`config.mk`:
```
export PLATFORM = sky130hd
export DESIGN_NAME = fifo_rd_burst_flat
export DESIGN_NICKNAME = d
export VERILOG_FILES = /design/src/rtl/fifo_rd_burst_if.sv /design/src/rtl/fifo_rd_burst.sv /design/src/flat_wrapper.sv
export SDC_FILE = /design/constraint.sdc
export NUM_CORES = 1
export LEC_CHECK = 0
export CAP_MARGIN = 15
export CORE_ASPECT_RATIO = 1.1
export CORE_UTILIZATION = 55
export DETAILED_ROUTE_END_ITERATION = 16
export GPL_ROUTABILITY_DRIVEN = 0
export PLACE_DENSITY = 0.84
export SLEW_MARGIN = 20
export SYNTH_ARGS = -nofsm -noshare
export SYNTH_HDL_FRONTEND = slang
export SYNTH_SLANG_ARGS = --single-unit
```
`constraint.sdc`:
```
create_clock -name rclk -period 3.6 [get_ports rclk]
set_input_delay 0.36 -clock rclk [delete_from_list [all_inputs] [get_ports rclk]]
set_output_delay 0.36 -clock rclk [all_outputs]
set_load 0.02 [all_outputs]
```
`src/rtl/fifo_rd_burst_if.sv`:
```
// ---------------------------------------------------------------------------
// fifo_rd_burst_if
//   Signal bundle for the read-side burst controller. It groups the burst
//   control (start/burst_len/busy/done/rd_count), the FIFO read port
//   (rempty/rdata/rinc) and the downstream valid/ready stream
//   (m_valid/m_data/m_ready).
//   slave  : the burst controller's view.
//   master : the environment's view (FIFO, requester and downstream sink).
// ---------------------------------------------------------------------------
interface fifo_rd_burst_if #(
  parameter int DSIZE = 8,
  parameter int LW    = 8
);
  // Burst control
  logic             start;
  logic [LW-1:0]    burst_len;
  logic             busy;
  logic             done;
  logic [LW-1:0]    rd_count;
  // FIFO read port
  logic             rempty;
  logic [DSIZE-1:0] rdata;
  logic             rinc;
  // Downstream stream
  logic             m_valid;
  logic [DSIZE-1:0] m_data;
  logic             m_ready;

  modport slave (
    input  start, burst_len, rempty, rdata, m_ready,
    output rinc, m_valid, m_data, busy, done, rd_count
  );

  modport master (
    output start, burst_len, rempty, rdata, m_ready,
    input  rinc, m_valid, m_data, busy, done, rd_count
  );
endinterface

```
`src/rtl/fifo_rd_burst.sv`:
```
// ---------------------------------------------------------------------------
// fifo_rd_burst
//   Read-clock-domain burst controller for the async FIFO. A start request
//   pops burst_len words from the FIFO read port and streams them downstream
//   through a 2-entry output buffer; done pulses once the last word has been
//   accepted downstream.
//
// Ports
//   rclk    : read-domain clock (same as the FIFO read side)
//   rrst_n  : asynchronous active-low reset
//   bus     : fifo_rd_burst_if.slave
//             start/burst_len in, busy/done/rd_count out
//             rempty/rdata in, rinc out (combinational pop strobe)
//             m_ready in, m_valid/m_data out
// ---------------------------------------------------------------------------
module fifo_rd_burst #(
  parameter int DSIZE = 8,
  parameter int LW    = 8
) (
  input  logic           rclk,
  input  logic           rrst_n,
  fifo_rd_burst_if.slave bus
);

  typedef enum logic [1:0] {
    IDLE  = 2'd0,
    BURST = 2'd1,
    FLUSH = 2'd2,
    DONE  = 2'd3
  } state_e;

  state_e           state_q,     state_d;
  logic [LW-1:0]    remaining_q, remaining_d;
  logic [LW-1:0]    rd_count_q,  rd_count_d;
  logic [1:0]       buf_cnt_q,   buf_cnt_d;
  logic [DSIZE-1:0] head_q,      head_d;
  logic [DSIZE-1:0] tail_q,      tail_d;

  logic push;  // FIFO pop == buffer push
  logic pop;   // downstream accept == buffer pop

  // The pop strobe deliberately ignores m_ready: room in the buffer is the
  // only flow-control term, so there is no combinational path from the
  // downstream sink to the FIFO read port.
  assign push = (state_q == BURST) && !bus.rempty &&
                (remaining_q != '0) && (buf_cnt_q < 2'd2);
  assign pop  = (buf_cnt_q != 2'd0) && bus.m_ready;

  assign bus.rinc     = push;
  assign bus.m_valid  = (buf_cnt_q != 2'd0);
  assign bus.m_data   = head_q;
  assign bus.busy     = (state_q == BURST) || (state_q == FLUSH);
  assign bus.done     = (state_q == DONE);
  assign bus.rd_count = rd_count_q;

  // Output buffer: head is always the word on m_data, tail the second entry.
  always_comb begin
    // NOTE: every always_comb output gets a default first, so no path can
    // leave it unassigned and infer a latch.
    head_d    = head_q;
    tail_d    = tail_q;
    buf_cnt_d = buf_cnt_q;
    case ({push, pop})
      2'b10: begin
        if (buf_cnt_q == 2'd0) head_d = bus.rdata;
        else                   tail_d = bus.rdata;
        buf_cnt_d = buf_cnt_q + 2'd1;
      end
      2'b01: begin
        head_d    = tail_q;
        buf_cnt_d = buf_cnt_q - 2'd1;
      end
      // Push and pop together only happen with exactly one word buffered
      // (push needs a free slot, pop needs a word), so the new word simply
      // replaces the departing head.
      2'b11:   head_d = bus.rdata;
      default: ;
    endcase
  end

  // Burst sequencing
  always_comb begin
    state_d     = state_q;
    remaining_d = remaining_q;
    rd_count_d  = rd_count_q;

    if (push) begin
      remaining_d = remaining_q - LW'(1);
      rd_count_d  = rd_count_q + LW'(1);
    end

    case (state_q)
      IDLE: begin
        if (bus.start) begin
          remaining_d = bus.burst_len;
          rd_count_d  = '0;
          state_d     = (bus.burst_len != '0) ? BURST : DONE;
        end
      end
      BURST: begin
        // Decide on post-edge values so the last accept and the last pop
        // landing on the same edge go straight to DONE.
        if (remaining_d == '0)
          state_d = (buf_cnt_d == 2'd0) ? DONE : FLUSH;
      end
      FLUSH: begin
        if (buf_cnt_d == 2'd0) state_d = DONE;
      end
      DONE:    state_d = IDLE;
      default: state_d = IDLE;
    endcase
  end

  // NOTE: state registers use non-blocking assignments so every flop samples
  // the pre-edge values regardless of process ordering.
  always_ff @(posedge rclk or negedge rrst_n) begin
    if (!rrst_n) begin
      state_q     <= IDLE;
      remaining_q <= '0;
      rd_count_q  <= '0;
      buf_cnt_q   <= 2'd0;
      // NOTE: the two buffer entries are reset (unlike a RAM) so m_data
      // reads 0 out of reset and any words held mid-burst are discarded.
      head_q      <= '0;
      tail_q      <= '0;
    end else begin
      state_q     <= state_d;
      remaining_q <= remaining_d;
      rd_count_q  <= rd_count_d;
      buf_cnt_q   <= buf_cnt_d;
      head_q      <= head_d;
      tail_q      <= tail_d;
    end
  end

endmodule

```
`src/flat_wrapper.sv`:
```
// flat-port wrapper written by rule: the top's interface ports become plain ports
module fifo_rd_burst_flat 
#(
  parameter int DSIZE = 8,
  parameter int LW    = 8
)
  (rclk, rrst_n, bus_start, bus_burst_len, bus_rempty, bus_rdata, bus_m_ready, bus_rinc, bus_m_valid, bus_m_data, bus_busy, bus_done, bus_rd_count);
  fifo_rd_burst_if #(.DSIZE(DSIZE), .LW(LW)) bus_i ();
  input  logic rclk;
  input  logic rrst_n;
  input wire logic [$bits(bus_i.start)-1:0] bus_start;
  input wire logic [$bits(bus_i.burst_len)-1:0] bus_burst_len;
  input wire logic [$bits(bus_i.rempty)-1:0] bus_rempty;
  input wire logic [$bits(bus_i.rdata)-1:0] bus_rdata;
  input wire logic [$bits(bus_i.m_ready)-1:0] bus_m_ready;
  output wire logic [$bits(bus_i.rinc)-1:0] bus_rinc;
  output wire logic [$bits(bus_i.m_valid)-1:0] bus_m_valid;
  output wire logic [$bits(bus_i.m_data)-1:0] bus_m_data;
  output wire logic [$bits(bus_i.busy)-1:0] bus_busy;
  output wire logic [$bits(bus_i.done)-1:0] bus_done;
  output wire logic [$bits(bus_i.rd_count)-1:0] bus_rd_count;
  assign bus_i.start = bus_start;
  assign bus_i.burst_len = bus_burst_len;
  assign bus_i.rempty = bus_rempty;
  assign bus_i.rdata = bus_rdata;
  assign bus_i.m_ready = bus_m_ready;
  assign bus_rinc = bus_i.rinc;
  assign bus_m_valid = bus_i.m_valid;
  assign bus_m_data = bus_i.m_data;
  assign bus_busy = bus_i.busy;
  assign bus_done = bus_i.done;
  assign bus_rd_count = bus_i.rd_count;
  fifo_rd_burst #(.DSIZE(DSIZE), .LW(LW)) u_core (.rclk(rclk), .rrst_n(rrst_n), .bus(bus_i));
endmodule
```
==> summary.txt <==
STA
  • Setup TNS: 0 ns
  • Slew HR: 54.12%
  • Final Slew Violations: 0
  • Crit share post-route: 83.10%
  • Final Worst Setup Slack: 0.6083 ns
  • Highest Clock Rate: 0.3343 GHz
  • Unrepaired setup endpoints after global routing: false
  • Clock skew: 0.004936 ns
  • Setup violators final: 0
  • Final hold viol count: 0
  • Worst Tran Pin Value: 0.6882 ns
  • Final min period: 2.992 ns

Worst setup path
  • Reg2reg path depth: 7
  • Worst Path Required: 3.24 ns
  • Startpoint type of the worst setup path: flip-flop
  • Critical path class: flip-flop to primary output
  • Worst setup EP type: primary output
  • Maximum fanout along the worst path: 9
  • CP Data Arrival Time: 2.63 ns

GRT
  • Largest net degree at the start of global routing: 37
  • Vias in the first global route: 1729
  • Gr usage total: 26.82%
  • First-pass GRT wire length: 7769 um
  • Initial antenna violation count: 0
  • Gr ovfl total: 0

Clock network
  • Cts hold-fix bufs: 0
  • Postcts setup bufs: 0
  • CTS Buf Count: 5
  • H-tree depth: 2
  • Clk buf depth: 2
  • CTS clock-pin slew for the worst setup and hold paths: 0.07 ns
  • CTS tree: built
  • Post-CTS Resized: 0
  • Sink Count: 36
  • Root Driver: clkbuf_8
  • Latest clock arrival within the worst-skew pair: 0.29 ns

Floorplan
  • Die area: 4052 sq um
  • Core Region: 3626 sq um
  • Die span in x: 60.79 um
  • # rows: 23
  • I/O Pins: 41
  • Die Ht: 66.67 um
  • Starting density of the core: 57.66%

Finish
  • Ant diodes: 0
  • Final Instance Area: 2626 sq um
  • Layout area overhead: 25.61%
  • Layout Nets: 288
  • Layout cells sized above 1: 10.77%

Synthesis
  • Syn Nets: 245
  • Post-synth EDFFs: 0
  • Syn avg cell area: 9.679 sq um
  • Seq/Total Area, Yosys: 43.09%
  • Mapped Cells: 216
  • Ys Warns: 0
  • Post-synth top area share: 43.09%
  • Most instantiated cells after synthesis: dfrtp_1 (36), nor2_1 (35), nand2_1 (15)
  • Top_reg_cell synth: dfrtp_1
  • Yosys top cell by area: dfrtp_1
  • Synthesized cell area: 2091 sq um
  • Cell variety after synth: 47
  • Count leader, synth: dfrtp_1
  • Asr flop ratio synth: 100.0%
  • Synth area leaders: dfrtp_1 (43%), nor2_1 (6.3%), mux2_2 (5.4%)
  • Yosys reg bits: 36

Placed design
  • Worst slack, placed: 0.7983 ns
  • IO buf count: 40
  • Placed instance area: 2536 sq um
  • Hpwl dp: 3383 um

Power
  • Leakage: 1.089 nW
  • Power Total: 2.166 mW
  • Peak supply drop: 0.5859 mV
  • PwrDens: 824.7 nW/um^2

Status
  • Outcome: finished clean

Drt
  • Post-Route WL: 4588 um
  • Vias per cell: 5.590
  • Drt drc: 0
  • First drt pass iteration count: 4
  • Detail Route Antenna Nets: 0
  • Total number of vias: 1733
  • Starting DRT DRC Count: 118
  • Wire length per cell: 14.80 um

Worst hold path
  • Hold Path Class: input port to asynchronous set/reset pin

Job
  • Max-cap violation count: 0
where the power goes:
| group | switching [mW] | internal [mW] |
|---|---|---|
| clock network | 0.137 | 0.156 |
| registers | 0.175 | 0.574 |
| logic | 0.600 | 0.524 |
final timing paths:
path                                 startpoint                    to  slack (ns)
min in group rclk          u_core.bus.m_data[1]  u_core.bus.m_data[1]        0.51
max in group asynchronous                rrst_n      u_core.tail_q[1]        2.78
min                                      rrst_n     u_core.state_q[0]        0.49
max                           u_core.state_q[1]              bus_rinc        0.61
max reg2reg                   u_core.state_q[1]      u_core.tail_q[7]        0.82
min reg2reg                u_core.bus.m_data[1]  u_core.bus.m_data[1]        0.51
kinds of logic (layout without fill, tap and decap cells):
kind of cell | count (synthesis) | count (layout) | share of synthesized area, %
simple gates | 94 | 94 | 25.25
compound gates | 39 | 39 | 12.21
flops | 36 | 36 | 43.09
buf+inv | 15 | 59 | 3.171
mux | 14 | 14 | 7.301
xor+xnor | 10 | 10 | 4.189
fa+ha+maj | 8 | 8 | 4.788
critical path, cell delays in order (launching register included):
cell	delay, ns
dfrtp_1	0.44
inv_1	0.12
ha_1	0.26
nor3b_4	0.35
a21boi_2	0.46
clkdlybuf4s50_1	0.71
cell usage in the layout, fill, tap and decap left out, drive strengths merged, types with 3 or more instances in the layout:
cell           instances
xnor2                  5
nor4                   5
nand2                 15
clkbuf                 8
nor3                   5
nand4                  4
nand3                  5
nor2                  35
o22ai                  9
o21ai                  9
xor2                   5
nor4b                  3
mux2i                  4
or3                    3
inv                    9
a21oi                  8
dfrtp                 36
ha                     8
mux2                  10
and3                   3
clkdlybuf4s50         40
nor2b                  4
layer usage:
layer	global-route usage, %	vias to the layer above	share of wire (%)
met5	0	-	0
met4	12.50	0	1.7
met2	43.54	45	50
met1	33.96	829	45
li1	-	852	-
met3	5.243	7	3.6
sequential cells by signal, indices dropped and copies added, names as in the netlist:
| register | count |
|---|---|
| u_core.bus.m_data | 8 |
| u_core.remaining_q | 8 |
| u_core.bus.rd_count | 8 |
| u_core.buf_cnt_q | 2 |
| u_core.state_q | 2 |
| u_core.tail_q | 8 |
final cells by class:
class                           instances  area (sq um)
Multi-Input combinational cell        165          1124
Inverter                                9         33.78
Tap cell                               50         62.56
Clock buffer                            8         90.09
Sequential cell                        36         900.9
Fill cell                             299         999.7
Timing Repair Buffer                   42         415.4
stage by stage:
step                hold WS [ns]  utilization [%]  instances
global route              0.5280            72.43        310
global placement          0.4806            69.94        302
CTS                       0.4937            72.43        310
detailed placement        0.4843            69.94        302
floorplan                0.06441                -        216
finish                    0.4901            72.43        310
No activity file was read; power rests on OpenSTA's default activity.
